### src/rtl/i2c_uart_pkg.sv
// Shared definitions for the I2C sniffer event path: tag codes, ASCII
// constants and the frame byte formatter used by the UART scheduler.
package i2c_uart_pkg;

  localparam logic [1:0] TAG_A = 2'd0;
  localparam logic [1:0] TAG_R = 2'd1;
  localparam logic [1:0] TAG_D = 2'd2;

  localparam logic [7:0] ASCII_COLON = 8'h3A;
  localparam logic [7:0] ASCII_SPACE = 8'h20;
  localparam logic [7:0] ASCII_LF    = 8'h0A;
  localparam logic [7:0] ASCII_A     = 8'h41;
  localparam logic [7:0] ASCII_R     = 8'h52;
  localparam logic [7:0] ASCII_D     = 8'h44;

  localparam int FRAME_LEN = 5;
  localparam int ENTRY_W   = 10;

  typedef enum logic [1:0] {
    ST_IDLE      = 2'd0,
    ST_LOAD      = 2'd1,
    ST_SEND      = 2'd2,
    ST_WAIT_DONE = 2'd3
  } tx_state_e;

  function automatic logic [7:0] nibble_to_ascii(input logic [3:0] nib);
    logic [7:0] wide;
    wide = {4'h0, nib};
    if (wide < 8'd10) begin
      return 8'h30 + wide;
    end else begin
      return 8'h37 + wide;
    end
  endfunction

  function automatic logic [7:0] tag_to_ascii(input logic [1:0] tag);
    logic [7:0] c;
    case (tag)
      TAG_A:   c = ASCII_A;
      TAG_R:   c = ASCII_R;
      TAG_D:   c = ASCII_D;
      default: c = 8'h3F;
    endcase
    return c;
  endfunction

  // Byte idx of the 5-byte frame "<tag>:<hi><lo><sep>" for one queue entry.
  function automatic logic [7:0] frame_byte(input logic [ENTRY_W-1:0] entry,
                                            input logic [2:0]         idx);
    logic [7:0] b;
    case (idx)
      3'd0:    b = tag_to_ascii(entry[9:8]);
      3'd1:    b = ASCII_COLON;
      3'd2:    b = nibble_to_ascii(entry[7:4]);
      3'd3:    b = nibble_to_ascii(entry[3:0]);
      3'd4:    b = (entry[9:8] == TAG_D) ? ASCII_LF : ASCII_SPACE;
      default: b = 8'h00;
    endcase
    return b;
  endfunction

endpackage

### src/rtl/event_fifo.sv
// Synchronous event queue with occupancy count; push is accepted when full
// only if a pop happens in the same cycle.
module event_fifo #(
  parameter int DEPTH = 8,
  parameter int WIDTH = 10,
  localparam int AW   = $clog2(DEPTH)
) (
  input  logic             clk,
  input  logic             rst,
  input  logic             push,
  input  logic [WIDTH-1:0] push_data,
  input  logic             pop,
  output logic [WIDTH-1:0] pop_data,
  output logic             full,
  output logic             empty,
  output logic [AW:0]      level
);

  localparam logic [AW:0] DEPTH_CNT = (AW+1)'(DEPTH);
  localparam logic [AW:0] ONE_CNT   = (AW+1)'(1);

  logic [WIDTH-1:0] mem_r [DEPTH];
  logic [AW-1:0]    wr_ptr_r;
  logic [AW-1:0]    rd_ptr_r;
  logic [AW:0]      level_r;
  logic             push_ok_s;
  logic             pop_ok_s;

  assign empty     = (level_r == '0);
  assign full      = (level_r == DEPTH_CNT);
  assign level     = level_r;
  assign pop_data  = mem_r[rd_ptr_r];
  assign pop_ok_s  = pop && !empty;
  assign push_ok_s = push && (!full || pop_ok_s);

  // Storage array; contents need no reset since level gates every read.
  always_ff @(posedge clk) begin
    if (push_ok_s) begin
      mem_r[wr_ptr_r] <= push_data;
    end
  end

  // Pointers and occupancy; power-of-two depth lets pointers wrap naturally.
  always_ff @(posedge clk or posedge rst) begin
    if (rst) begin
      wr_ptr_r <= '0;
      rd_ptr_r <= '0;
      level_r  <= '0;
    end else begin
      if (push_ok_s) begin
        wr_ptr_r <= wr_ptr_r + 1'b1;
      end
      if (pop_ok_s) begin
        rd_ptr_r <= rd_ptr_r + 1'b1;
      end
      case ({push_ok_s, pop_ok_s})
        2'b10:   level_r <= level_r + ONE_CNT;
        2'b01:   level_r <= level_r - ONE_CNT;
        default: level_r <= level_r;
      endcase
    end
  end

endmodule

### src/rtl/i2c_event_tx_scheduler.sv
// Queues sniffed I2C address/register/data events and serialises each one
// to the UART transmitter as a 5-byte ASCII frame.
module i2c_event_tx_scheduler
  import i2c_uart_pkg::*;
#(
  parameter int FIFO_DEPTH = 8
) (
  input  logic                         clk,
  input  logic                         rst,
  input  logic                         address_ready,
  input  logic                         reg_address_ready,
  input  logic                         reg_data_ready,
  input  logic [7:0]                   address,
  input  logic [7:0]                   reg_address,
  input  logic [7:0]                   reg_data,
  output logic [7:0]                   uart_tx_data,
  output logic                         uart_tx_en,
  input  logic                         uart_tx_done,
  output logic [$clog2(FIFO_DEPTH):0]  fifo_level,
  output logic [7:0]                   drop_cnt,
  output logic                         overflow
);

  localparam logic [2:0] LAST_IDX = 3'(FRAME_LEN - 1);

  tx_state_e          state_r, state_s;
  logic [ENTRY_W-1:0] frame_r, frame_s;
  logic [2:0]         byte_idx_r, byte_idx_s;
  logic [7:0]         tx_data_r, tx_data_s;
  logic               tx_en_r, tx_en_s;
  logic [7:0]         drop_cnt_r;
  logic               overflow_r;

  logic               push_req_s;
  logic [ENTRY_W-1:0] push_entry_s;
  logic [1:0]         lose_cnt_s;
  logic               pop_s;
  logic               accept_s;
  logic               full_drop_s;
  logic [1:0]         drop_inc_s;
  logic [8:0]         drop_sum_s;
  logic [ENTRY_W-1:0] head_s;
  logic               full_s;
  logic               empty_s;

  // Fixed-priority capture A > R > D; lower-priority pulses in the same cycle are lost.
  always_comb begin
    push_req_s   = 1'b0;
    push_entry_s = '0;
    lose_cnt_s   = 2'd0;
    if (address_ready) begin
      push_req_s   = 1'b1;
      push_entry_s = {TAG_A, address};
      lose_cnt_s   = {1'b0, reg_address_ready} + {1'b0, reg_data_ready};
    end else if (reg_address_ready) begin
      push_req_s   = 1'b1;
      push_entry_s = {TAG_R, reg_address};
      lose_cnt_s   = {1'b0, reg_data_ready};
    end else if (reg_data_ready) begin
      push_req_s   = 1'b1;
      push_entry_s = {TAG_D, reg_data};
      lose_cnt_s   = 2'd0;
    end else begin
      push_req_s   = 1'b0;
      push_entry_s = '0;
      lose_cnt_s   = 2'd0;
    end
  end

  assign pop_s       = (state_r == ST_IDLE) && !empty_s;
  assign accept_s    = push_req_s && (!full_s || pop_s);
  assign full_drop_s = push_req_s && !accept_s;
  assign drop_inc_s  = lose_cnt_s + {1'b0, full_drop_s};
  assign drop_sum_s  = {1'b0, drop_cnt_r} + {7'b0, drop_inc_s};

  event_fifo #(
    .DEPTH (FIFO_DEPTH),
    .WIDTH (ENTRY_W)
  ) u_event_fifo (
    .clk       (clk),
    .rst       (rst),
    .push      (accept_s),
    .push_data (push_entry_s),
    .pop       (pop_s),
    .pop_data  (head_s),
    .full      (full_s),
    .empty     (empty_s),
    .level     (fifo_level)
  );

  // Drop accounting; only rst clears it.
  always_ff @(posedge clk or posedge rst) begin
    if (rst) begin
      drop_cnt_r <= 8'h00;
      overflow_r <= 1'b0;
    end else begin
      if (drop_inc_s != 2'd0) begin
        drop_cnt_r <= drop_sum_s[8] ? 8'hFF : drop_sum_s[7:0];
        overflow_r <= 1'b1;
      end
    end
  end

  // FSM and frame datapath registers.
  always_ff @(posedge clk or posedge rst) begin
    if (rst) begin
      state_r    <= ST_IDLE;
      frame_r    <= '0;
      byte_idx_r <= 3'd0;
      tx_data_r  <= 8'h00;
      tx_en_r    <= 1'b0;
    end else begin
      state_r    <= state_s;
      frame_r    <= frame_s;
      byte_idx_r <= byte_idx_s;
      tx_data_r  <= tx_data_s;
      tx_en_r    <= tx_en_s;
    end
  end

  // Next-state logic; tx_en is registered so it is high only while in SEND.
  always_comb begin
    state_s    = state_r;
    frame_s    = frame_r;
    byte_idx_s = byte_idx_r;
    tx_data_s  = tx_data_r;
    tx_en_s    = 1'b0;
    case (state_r)
      ST_IDLE: begin
        if (!empty_s) begin
          frame_s    = head_s;
          byte_idx_s = 3'd0;
          state_s    = ST_LOAD;
        end else begin
          state_s    = ST_IDLE;
        end
      end
      ST_LOAD: begin
        tx_data_s = frame_byte(frame_r, byte_idx_r);
        tx_en_s   = 1'b1;
        state_s   = ST_SEND;
      end
      ST_SEND: begin
        state_s = ST_WAIT_DONE;
      end
      ST_WAIT_DONE: begin
        if (uart_tx_done) begin
          if (byte_idx_r == LAST_IDX) begin
            state_s = ST_IDLE;
          end else begin
            byte_idx_s = byte_idx_r + 3'd1;
            state_s    = ST_LOAD;
          end
        end else begin
          state_s = ST_WAIT_DONE;
        end
      end
      default: begin
        state_s = ST_IDLE;
      end
    endcase
  end

  assign uart_tx_data = tx_data_r;
  assign uart_tx_en   = tx_en_r;
  assign drop_cnt     = drop_cnt_r;
  assign overflow     = overflow_r;

endmodule
### config.mk
export PLATFORM = sky130hd
export DESIGN_NAME = i2c_event_tx_scheduler
export DESIGN_NICKNAME = d
export VERILOG_FILES = /design/src/rtl/i2c_uart_pkg.sv /design/src/rtl/event_fifo.sv /design/src/rtl/i2c_event_tx_scheduler.sv
export SDC_FILE = /design/constraint.sdc
export NUM_CORES = 1
export LEC_CHECK = 0
export CORE_ASPECT_RATIO = 0.75
export CORE_MARGIN = 1
export CORE_UTILIZATION = 62
export DETAILED_ROUTE_END_ITERATION = 10
export PLACE_DENSITY = 0.85
export SLEW_MARGIN = 10
export SYNTH_ARGS = -nofsm -noshare
export SYNTH_HDL_FRONTEND = slang
export SYNTH_SLANG_ARGS = --single-unit
### constraint.sdc
create_clock -name clk -period 4.3 [get_ports clk]
set_input_delay 0.43 -clock clk [delete_from_list [all_inputs] [get_ports clk]]
set_output_delay 0.43 -clock clk [all_outputs]
set_load 0.01 [all_outputs]
== After elaboration in Yosys (flattened, before gate mapping) ==
Memories as Yosys holds them, arrays and structs flattened. A register that Yosys moved wholly into a read port is not among the register bits.
Index checks and enable logic that the tools add are counted.

* Register bits: 33
* Memory bits (writable): 80
* Input bits: 30
* Output and inout bits: 22
* Word-level logic and storage cells: 85
* Memories kept: 1

* Add/subtract/negate cells: 12
* Magnitude comparators: 2
* Equality and inequality tests: 15
* Muxes and demuxes: 26
* Bitwise operators: 1
* Reduce and logical (&&, ||, !) cells: 19

{| class="wikitable"
|+ Memories
! memory !! words !! width !! rd ports !! clocked after Yosys merged registers in !! wr ports !! RTL line !! RTL
|-
| u_event_fifo.mem_r || 8 || 10 || 1 || 1 || 1 || event_fifo.sv:22 || <nowiki>logic [WIDTH-1:0] mem_r [DEPTH];</nowiki>
|}

{| class="wikitable"
|+ Operators with widths
! kind !! number
|-
| case mux 8 bit (5 select lines) || 1
|-
| 2-to-1 mux 10 bit || 3
|-
| adder 6 x 4 -> 7 bit (first input constant) || 4
|-
| case mux 7 bit (3 select lines) || 1
|-
| 2-to-1 mux 7 bit || 2
|-
| adder 3 x 1 -> 3 bit (second input constant) || 3
|-
| adder 8 x 2 -> 9 bit || 1
|-
| 2-to-1 mux 1 bit || 9
|-
| 2-to-1 mux 3 bit || 3
|-
| equality test 2 bit (second input constant) || 4
|-
| less-than comparator 4 bit (second input constant) || 2
|-
| 2-to-1 mux 8 bit || 1
|-
| case mux 2 bit (4 select lines) || 1
|-
| case mux 4 bit (2 select lines) || 1
|-
| equality test 2 x 1 -> 1 bit (second input constant) || 3
|-
| equality test 3 x 2 -> 1 bit (second input constant) || 2
|-
| 2-to-1 mux 6 bit || 1
|-
| inequality test 2 bit (second input constant) || 3
|-
| case mux 3 bit (2 select lines) || 1
|-
| nonzero test 2 bit || 3
|-
| logical AND 1 bit || 5
|-
| adder 4 x 1 -> 4 bit (second input constant) || 1
|-
| equality test 4 bit (second input constant) || 1
|-
| logical NOT 2 bit || 2
|-
| 13 further kinds || 17
|}

== Longest topological paths before layout ==
* Depth after elaboration: 10
* Mapped depth: 12
* Gate-level depth less buffers: 11

== Hierarchy ==
From an unflattened synthesis, not the netlist that was laid out.

* Cells, all modules: 425
* Area total of the unflattened synthesis: 5750.5 um2

{| class="wikitable"
|+ By module, submodules not included
! module !! instances !! cells each !! area an instance (um2) !! sequential area each (um2)
|-
| event_fifo || 1 || 187 || 3669.8 || 2652.5
|-
| i2c_event_tx_scheduler || 1 || 238 || 2080.7 || 800.8
|}

== Worst setup path after synthesis ==
No wires, ideal clock.

* Path type: input to register
* Start point: in reg_address_ready
* End point: reg drop_cnt_r[4], in the netlist drop_cnt[4]
* Library setup time: 0.125 ns
* Arrival time: 2.687 ns
* Required time: 4.175 ns
* Path slack: 1.488 ns
* Stages on the path: 9
* Path buffers: 1
* Path through: clkbuf_1 > inv_1 > ha_1 > mux2_2 > ha_1 > ha_1 > fa_1 > nand4_1 > mux2_2

* Longest elaborated chain between the ends: 8
* Elaborated cells between the ends (all ways): 12
* Classes of those cells: 3 x add/sub; 5 x mux; 4 x reduce/logical

{| class="wikitable"
|+ RTL lines
! item !! RTL line !! RTL
|-
| start, declared || i2c_event_tx_scheduler.sv:11 || <nowiki>input logic reg_address_ready,</nowiki>
|-
| 2-to-1 mux 1 bit || i2c_event_tx_scheduler.sv:55 || <nowiki>end else if (reg_address_ready) begin</nowiki>
|-
| 2-to-1 mux 1 bit || i2c_event_tx_scheduler.sv:51 || <nowiki>if (address_ready) begin</nowiki>
|-
| logical AND 1 bit || i2c_event_tx_scheduler.sv:71 || <nowiki>assign accept_s = push_req_s && (!full_s || pop_s);</nowiki>
|-
| logical NOT 1 bit || i2c_event_tx_scheduler.sv:72 || <nowiki>assign full_drop_s = push_req_s && !accept_s;</nowiki>
|-
| logical AND 1 bit || i2c_event_tx_scheduler.sv:72 ||
|-
| adder 2 x 1 -> 2 bit * || i2c_event_tx_scheduler.sv:73 || <nowiki>assign drop_inc_s = lose_cnt_s + {1'b0, full_drop_s};</nowiki>
|-
| adder 8 x 2 -> 9 bit || i2c_event_tx_scheduler.sv:74 || <nowiki>assign drop_sum_s = {1'b0, drop_cnt_r} + {7'b0, drop_inc_s};</nowiki>
|-
| 2-to-1 mux 8 bit || i2c_event_tx_scheduler.sv:98 || <nowiki>drop_cnt_r <= drop_sum_s[8] ? 8'hFF : drop_sum_s[7:0];</nowiki>
|-
| end signal, assigned || i2c_event_tx_scheduler.sv:98 ||
|-
| end, declared || i2c_event_tx_scheduler.sv:31 || <nowiki>logic [7:0] drop_cnt_r;</nowiki>
|}

Mark *: on every way between the ends. The rest lies on a longest branch, timed or not.
A chain may end at the register's enable or synchronous reset.

== Worst setup path after layout ==
* Start point: in reg_address_ready
* End point: reg u_event_fifo.level_r[3], in the netlist u_event_fifo.level[3]

* Longest elaborated chain between the ends: 6
* Elaborated cells between the ends (all ways): 8
* Classes of those cells: 2 x eq/ne; 3 x mux; 3 x reduce/logical

{| class="wikitable"
|+ RTL lines
! item !! RTL line !! RTL
|-
| 2-to-1 mux 1 bit * || i2c_event_tx_scheduler.sv:55 ||
|-
| 2-to-1 mux 1 bit * || i2c_event_tx_scheduler.sv:51 ||
|-
| logical AND 1 bit * || i2c_event_tx_scheduler.sv:71 ||
|-
| logical AND 1 bit * || event_fifo.sv:34 || <nowiki>assign push_ok_s = push && (!full || pop_ok_s);</nowiki>
|-
| equality test 2 x 1 -> 1 bit / equality test 2 bit (equally long branches) || event_fifo.sv:56 || <nowiki>case ({push_ok_s, pop_ok_s})</nowiki>
|-
| case mux 4 bit (2 select lines) / nonzero test 2 bit (equally long branches) || -- ||
|-
| end signal, assigned || event_fifo.sv:57 || <nowiki>2'b10: level_r <= level_r + ONE_CNT;</nowiki>
|-
| end signal, assigned || event_fifo.sv:58 || <nowiki>2'b01: level_r <= level_r - ONE_CNT;</nowiki>
|-
| end signal, assigned || event_fifo.sv:59 || <nowiki>default: level_r <= level_r;</nowiki>
|-
| end, declared || event_fifo.sv:25 || <nowiki>logic [AW:0] level_r;</nowiki>
|}

Marked as above.

==> summary.md <==
| Metric | Value |
|---|---|
| Antenna cell count | 0 |
| Post-route ant nets | 0 |
| Grt ovf | 0 |
| Fill cell count | 450 |
| Area grow syn2layout | 21.0% |
| Slew margin rel. | 21.2% |
| Leak | 0.00264 uW |
| Yosys reg bits | 122 |
| Max_cap viols | 0 |
| Final Slew Violations | 0 |
| Sequential Area | 3450 um^2 |
| Clock Tree Root | clkbuf_16 |
| Worst skew pair latency | 0.41 ns |
| Fin. Hold Viols | 0 |
| DR vias | 3743 |
| Die width | 113 um |
| Initial DRC count | 265 |
| First-pass GRT wire length | 20000 um |
| CTS tree | done |
| CP Class | input port to register |
| Cells after Synth | 418 |
| Worst Path Max Fanout | 11 |
| CTS sink cnt | 122 |
| Synth warn | 0 |
| Hold path start | overflow |
| Pin count of the biggest net entering global routing | 26 |
| TritonCTS buffer count | 17 |
| DP Wirelength | 7580 um |
| Layout cells sized above 1 | 14.9% |
| Initial antenna violation count | 0 |
| Drt drc | 0 |
| Final setup viols | 0 |
| Router iterations before antenna repair | 5 |
| Die area | 9620 um^2 |
| Final WL | 12400 um |
| Share of the synthesized area in the top cell type | 42.0% |
| CTS clk-pin slew, worst paths | 0.06 ns |
| # hold bufs at CTS | 0 |
| Setup TNS | 0 ns |
| R2r setup slk | 1.40 ns |
| Hold slack | 0.473 ns |
| CP endpoint kind | register |
| CTS Buffer Depth | 2 |
| Outcome | completed |
| Top post-synthesis cells by count | 80 x edfxtp_1, 42 x dfrtp_1, 40 x nand2_1, 27 x nor2_1, 21 x ha_1 |
| Resized Gates After CTS | 0 |
| Area occupied by multi-input gates | 2110 um^2 |
| Vias/cell | 6.20 |
| Cell taking the most area after synthesis | edfxtp_1 |
| PD cells | 731 nW/um^2 |
| Placer Congestion | 0.849 |
| Synth Cell Area | 5720 um^2 |
| Nets@finish | 536 |
| Fraction of registers with async set or reset after synthesis | 34.4% |
| Die Ht | 85.2 um |
| Final Cycle Share | 73.3% |
| Reg-to-Reg Start | u_event_fifo.level[0] |
| Count leader, synth | edfxtp_1 |
| GRT Total Usage | 28.6% |
| Vias in the first global route | 3738 |
| IO Pins | 52 |
| Postcts setup bufs | 0 |
| Critical Path AT | 3.43 ns |
| Achievable Freq | 317 MHz |
| Clock Skew | 0.0104 ns |
| Synthesized area per cell | 13.7 um^2 |
| Row cnt | 29 |
| Starting Density | 65.7% |
| Syn Nets | 471 |
| Core area | 8710 um^2 |
| Yosys cell types | 61 |
| Drt wl/cell | 20.6 um |
| VDD IR max | 0.406 mV |
| H-tree depth | 4 |
| EDFF count, synth | 80 |
| Crit path launch | reg_address_ready |
| RSZ-0062 raised after global routing | false |
| Startpoint types | input port |
| Worst-Margin Slew | 1.17 ns |
| Hold WC Path Type | register to register |
| PortBufs | 50 |
| Tmin final | 3.15 ns |
| Critical Path RT | 4.58 ns |
| Main area contributors after synthesis | edfxtp_1 42%, dfrtp_1 18%, mux4_2 7.5%, ha_1 4.6%, nand2_1 2.6% |
| Top_reg_cell synth | edfxtp_1 |
| Sequential fraction of the synthesis area | 60.4% |
[worst paths after layout]
| path | end | depth (start not counted) |
|---|---|---|
| min | overflow | 1 |
| max in group asynchronous | u_event_fifo.rd_ptr_r[0] | 3 |
| max | u_event_fifo.level[3] | 11 |
| min reg2reg | overflow | 1 |
| min in group asynchronous | drop_cnt[2] | 2 |
| max reg2reg | u_event_fifo.level[3] | 8 |
[per-stage QoR]
| stage | area, um^2 | instances | power [uW] | util [%] | worst slack, ns |
|---|---|---|---|---|---|
| after detailed placement | 6350 | 572 | 3630 | 72.9 | 0.910 |
| after global placement | 6350 | 572 | 3530 | 72.9 | 1.00 |
| after global routing | 6930 | 604 | 5310 | 79.5 | 1.02 |
| after floorplan | 5720 | 418 | 3070 | - | 1.49 |
| after CTS | 6930 | 604 | 5060 | 79.5 | 1.21 |
| final | 6930 | 604 | 5060 | 79.5 | 1.15 |
[flip-flops by register name, summed over array words and instances (netlist names)]
name and cells:
frame_r 10, uart_tx_data 7, byte_idx_r 3, u_event_fifo.wr_ptr_r 3, drop_cnt 8, u_event_fifo.rd_ptr_r 3
u_event_fifo.mem_r 80, overflow 1, uart_tx_en 1, u_event_fifo.level 4, state_r 2
[kinds of logic (layout without fill, tap and decap cells)]
family                     count (synthesis)  after routing  synth area share, %
DFF                                      122            122                 60.4
and+or+nand+nor                          119            119                 10.4
AOI/OAI and AO/OA                         74             74                 8.75
muxes                                     36             36                 10.8
buffers and inverters                     33            111                 2.75
adders and majority gates                 23             23                 5.29
xor gates and xnor gates                  10             10                 1.53
other                                      1              1               0.0655
[power by group]
group / switching [uW] / leakage, uW / internal (uW) / total (uW)
sequential: 339 / 0.00125 / 1640 / 1980
clock: 527 / 0.000261 / 850 / 1380
combinational: 894 / 0.00113 / 809 / 1700
total: 1760 / 0.00264 / 3300 / 5060
[worst max-delay path, cell delays in order]
cell and delay, ns:
clkdlybuf4s50_1 0.68, inv_1 0.15, ha_1 0.21, nor2b_1 0.17, a31oi_4 0.25, inv_1 0.11, ha_1 0.29, ha_1 0.30
a21oi_1 0.27, o21ai_0 0.19, o311ai_0 0.39
[final cells by class]
type | count | share of cell area (%)
multi-input cells | 263 | 30.5
clock inverters | 15 | 2.20
well taps | 108 | 1.95
inverters | 19 | 1.05
clock buffers | 17 | 6.14
repair buffers | 60 | 8.31
flip-flops and latches | 122 | 49.9
[metal layers]
| metal | track usage [%] | vias up | wire length [um] |
|---|---|---|---|
| met5 | 0 | - | 0 |
| met4 | 10.4 | 0 | 226 |
| met3 | 6.93 | 30 | 951 |
| met2 | 45.6 | 199 | 5970 |
| met1 | 39.2 | 1815 | 5290 |
| li1 | - | 1699 | - |
[placed cells by master, fill, tap and decap left out, types with 3 or more instances in the layout]
| cell | count |
|---|---|
| buf_4 | 10 |
| nand3_1 | 11 |
| nand4_1 | 4 |
| clkdlybuf4s50_1 | 50 |
| o21a_1 | 3 |
| nand2_1 | 40 |
| a22oi_1 | 9 |
| mux2_2 | 4 |
| dfrtp_1 | 42 |
| clkinvlp_4 | 7 |
| mux2i_1 | 12 |
| xnor2_1 | 6 |
| clkinv_2 | 3 |
| edfxtp_1 | 80 |
| nand2b_1 | 9 |
| ha_1 | 21 |
| mux4_2 | 19 |
| clkbuf_16 | 17 |
| o211ai_1 | 4 |
| inv_1 | 18 |
| nor2b_1 | 5 |
| nor2_1 | 27 |
| a21oi_1 | 17 |
| o21ai_0 | 18 |
| nor3_1 | 6 |
| and3_1 | 3 |
| xor2_1 | 4 |
Power figures use the tool's default switching activity.
==> variant 1, RTL diff (same flow settings) <==
Encoding of `tx_state_e`: now one-hot (4 bits for 4 states).
--- a/src/rtl/i2c_uart_pkg.sv
+++ b/src/rtl/i2c_uart_pkg.sv
@@ -18,7 +18,7 @@
 
-  typedef enum logic [1:0] {
-    ST_IDLE      = 2'd0,
-    ST_LOAD      = 2'd1,
-    ST_SEND      = 2'd2,
-    ST_WAIT_DONE = 2'd3
+  typedef enum logic [3:0] {
+    ST_IDLE      = 4'b0001,
+    ST_LOAD      = 4'b0010,
+    ST_SEND      = 4'b0100,
+    ST_WAIT_DONE = 4'b1000
   } tx_state_e;
Formal check against the unedited RTL: no difference found for any inputs over 4 cycles, from zero or initial values and one cycle with rst high; so few cycles prove little.
==> variant 1 against the unedited design <==
Sequential cell count up 2. Area after synthesis is 2.7% higher. Cell area rose by 1.9%. Highest routed layer unchanged. Critical endpoint is now drop_cnt[5]. Clock power shrank 6%. Wire length rose by 2.9%. Setup slack lost 0.096 ns. Non-clock buffer count did not move. Power is 2.3% higher. Global-route usage shrank 0.17 points.
==> variant 1: results <==
[routing]
dr.first_iter.drc_count = 352
wirelength_met1_mm = 5.20
wl_met3_um = 842
vias = 3797
drt-total-wl_mm = 12.8
dr.pass1.iters = 4
routed_via_density = 6.04
wl_met2_mm = 6.48

[worst_setup_path]
crit_path_max_incr_delay_ns = 0.65
critPathSlowestCell = "or4b_1"
critPathKind = "reg2reg"
crit_path_max_fanout = 6
worst_r2r_path_depth = 10
timing.rr.start = "state_r[0]"
cp.arrival_ns = 3.54
critical_path.endpoint = "drop_cnt[5]"
r2r_slack_ns = 1.05

[place]
place_congestion = 0.915
dp_cells = 597
preCtsSetupSlack_ns = 0.767
dpl.hpwl_mm = 8.13
dpl_cell_area_um2 = 6520

[power_and_ir_drop]
p_comb_w = 0.00180
p_int_w = 0.00335
pg_clk_w = 0.00130
vdd_drop_max_mv = 0.482
comb_power_share_pct = 34.8
power.leakage_nw = 2.70

[final_layout]
drive_gt1_share_pct = 18.0
antenna_cells = 0
final.fill_count = 519
fin_nets = 541

[global_route]
grtUsageMet1_pct = 35.5
grt_max_degree = 45
grt_pass1_wl_mm = 20.4
grtUsageTotal_pct = 28.5
grt_antenna_before_repair = 0
grt_util_met2_pct = 47.9
grt_pass1_vias = 3980
use_met3_pct = 7.13

[logic_synthesis]
synthDistinctLibCells = 62
synth-async-reset-ratio_pct = 35.5
synth_area_leaders = "edfxtp_1 41%, dfrtp_1 18%, mux4_2 7.7%"
synth_fp_nets = 479
synth_ff_type = "edfxtp_1"
yosysSeqAreaShare_pct = 59.6
yosys_warnings = 0
synthTopCellsByCount = "80 x edfxtp_1, 43 x dfrtp_1, 30 x nand2_1"
syn_avg_cell_area_um2 = 13.8

[sta]
worst_pin_slew_ns = 1.10
whs_ns = 0.462
finalClockSkew_ns = 0.00896
max_freq_mhz = 308

[min_path]
hold_path.class = "in2async"

[clock_tree]
cts_resized = 0

[outcome]
status = "complete, no violations"
-- variant 1: cell count changes in the layout (fill, tap and decap cells not counted), moves of 4 or more --
cell	change
nor3_2	+4
nand2b_1	-4
a21oi_2	+10
nand2_1	-10
-- variant 1: critical path: cells and delay by family, from the launching register on --
family,cells,cell delay [ns]
simple gates,5,1.48
flops,1,0.59
fa+ha+maj,2,0.58
xor+xnor,2,0.36
compound gates,1,0.10
-- variant 1: cells by family after synthesis --
group	share of synthesized area, %
xor+xnor	1.64
flops	59.6
other cells	0.0638
compound gates	9.52
buf+inv	3.09
mux	11.4
simple gates	9.48
fa+ha+maj	5.15
-- variant 1: layout make-up --
| cell class | count | area, um^2 | share of cell area [%] |
|---|---|---|---|
| multi-input combinational | 261 | 2190 | 31.0 |
| inverter | 24 | 90.1 | 1.28 |
| timing repair buffer | 60 | 576 | 8.16 |
| clock buffer | 20 | 437 | 6.19 |
| clock inverter | 12 | 97.6 | 1.38 |
| sequential | 124 | 3500 | 49.7 |
| tap | 128 | 160 | 2.27 |
==> variant 2, RTL diff (same settings) <==
Without the edit above. The parameter `FIFO_DEPTH` goes from 8 to 16.
--- a/src/rtl/i2c_event_tx_scheduler.sv
+++ b/src/rtl/i2c_event_tx_scheduler.sv
@@ -5,3 +5,3 @@
 #(
-  parameter int FIFO_DEPTH = 8
+  parameter int FIFO_DEPTH = 16
 ) (
Ports: changed (resized fifo_level); port bits go from 52 to 53. No check against the original RTL was run, so the function may have changed too.
==> variant 2 against the unedited design <==
Clock power grew 30%. Wire length grew 56%. Cell count grew 41%. Sequential share of layout area grew 6.8 points. Global-route usage shrank 0.74 points. First-iteration DRC count grew 55%. Register-to-register slack lost 0.21 ns. Cell area grew 51%. Power grew 41%. Area after synthesis grew 57%. Sequential cell count grew 83. Clock skew grew 0.011 ns. Setup slack lost 0.25 ns. Largest cell class unchanged. Largest power group unchanged.
==> variant 2: results <==
[global_route]
grtUsageTotal_pct = 27.9
use_met3_pct = 5.00
grt_max_degree = 46
grt_pass1_wl_mm = 30.4
grtUsageMet1_pct = 40.2
grt_util_met2_pct = 43.2
grt_pass1_vias = 5426

[place]
dp_cells = 814
place_congestion = 0.881
dpl.hpwl_mm = 11.8
preCtsSetupSlack_ns = 0.404
io_buffers = 51

[worst_setup_path]
worstReg2RegEnd = "u_event_fifo.level[4]"
worst_r2r_path_depth = 11
timing.rr.start = "state_r[1]"
crit_path_max_incr_delay_ns = 0.73
cp_top_family = "buffers and inverters"
cp-startpoint = "reg_address_ready"
critPathKind = "in2reg"
r2r_slack_ns = 1.19

[clock_tree]
cts_resized = 0
numCtsBuffers = 20
h-tree-depth = 1
worstSkewPairLatency_ns = 0.51
clock_path_buffers = 3

[min_path]
hold_path.class = "in2async"

[logic_synthesis]
synth_fp_nets = 623
yosysSeqAreaShare_pct = 66.0
synthDistinctLibCells = 54
postSynthCellCount = 566
synth_area_leaders = "edfxtp_1 53%, dfrtp_1 13%, mux4_2 5.8%"
synth-async-reset-ratio_pct = 22.0
synth-edff-count = 160
synthTopCellsByCount = "160 x edfxtp_1, 45 x dfrtp_1, 41 x nand2_1"

[sta]
finalClockSkew_ns = 0.0211
max_slew_margin_pct = 24.3
max_freq_mhz = 294

[final_layout]
fin_nets = 698
largest_reg_flops = 160
final_cells = 850
drive_gt1_share_pct = 16.0
final.fill_count = 769
top_register = "u_event_fifo.mem_r"

[power_and_ir_drop]
p_comb_w = 0.00225
vdd_drop_max_mv = 0.462
p_sw_w = 0.00238
pg_clk_w = 0.00179
power.leakage_nw = 3.87

[routing]
wl_met2_mm = 9.17
dr.pass1.iters = 8
drt-total-wl_mm = 19.4
wl_met3_mm = 1.61
dr.first_iter.drc_count = 410
wirelength_met1_mm = 8.16
routed_via_density = 6.26

[outcome]
status = "complete, no violations"
[variant 2: changes by cell type after synthesis, moves of 4 or more]
cell,before,now
clkbuf_1,4,9
xnor2_1,6,10
nand3_1,11,3
mux4_1,1,17
mux2i_1,12,3
mux2_2,4,13
edfxtp_1,80,160
mux4_2,19,23
inv_1,18,23
ha_1,21,25
o21ai_0,18,25
o22ai_1,2,20
a21oi_1,17,25
[variant 2: cell type report]
| cell class | instances | area, um^2 | share of cell area, % |
|---|---|---|---|
| Tap cell | 195 | 244 | 2.33 |
| Clock buffer | 21 | 504 | 4.82 |
| Clock inverter | 15 | 171 | 1.64 |
| Sequential cell | 205 | 5930 | 56.7 |
| Timing Repair Buffer | 79 | 721 | 6.89 |
| Inverter | 23 | 86.3 | 0.825 |
| Multi-Input combinational cell | 312 | 2810 | 26.8 |
[variant 2: kinds of logic after synthesis]
kind of cell / share of synthesized area, %
AND/OR/NAND/NOR: 5.95
flip-flops: 66.0
other: 0.0417
AO/OA/AOI/OAI: 7.24
adder cells (fa/ha/maj): 3.93
multiplexers: 12.7
XOR/XNOR: 1.36
buffers and inverters: 2.76
[variant 2: worst min path at each step]
stage | startpoint | slack, ns | end
floorplan | byte_idx_r[0] | 0.49 | byte_idx_r[0]
global placement | overflow | 0.45 | overflow
detailed placement | uart_tx_data[3] | 0.47 | uart_tx_data[3]
CTS | uart_tx_data[3] | 0.48 | uart_tx_data[3]
global route | uart_tx_data[3] | 0.51 | uart_tx_data[3]
finish | rst | 0.48 | u_event_fifo.level[0]
[variant 2: metrics by stage]
stage                     power (W)  area [um^2]
after floorplan             0.00458         8980
after global placement      0.00522         9790
after detailed placement    0.00531         9790
after CTS                   0.00715        10500
after global routing        0.00750        10500
final                       0.00716        10500
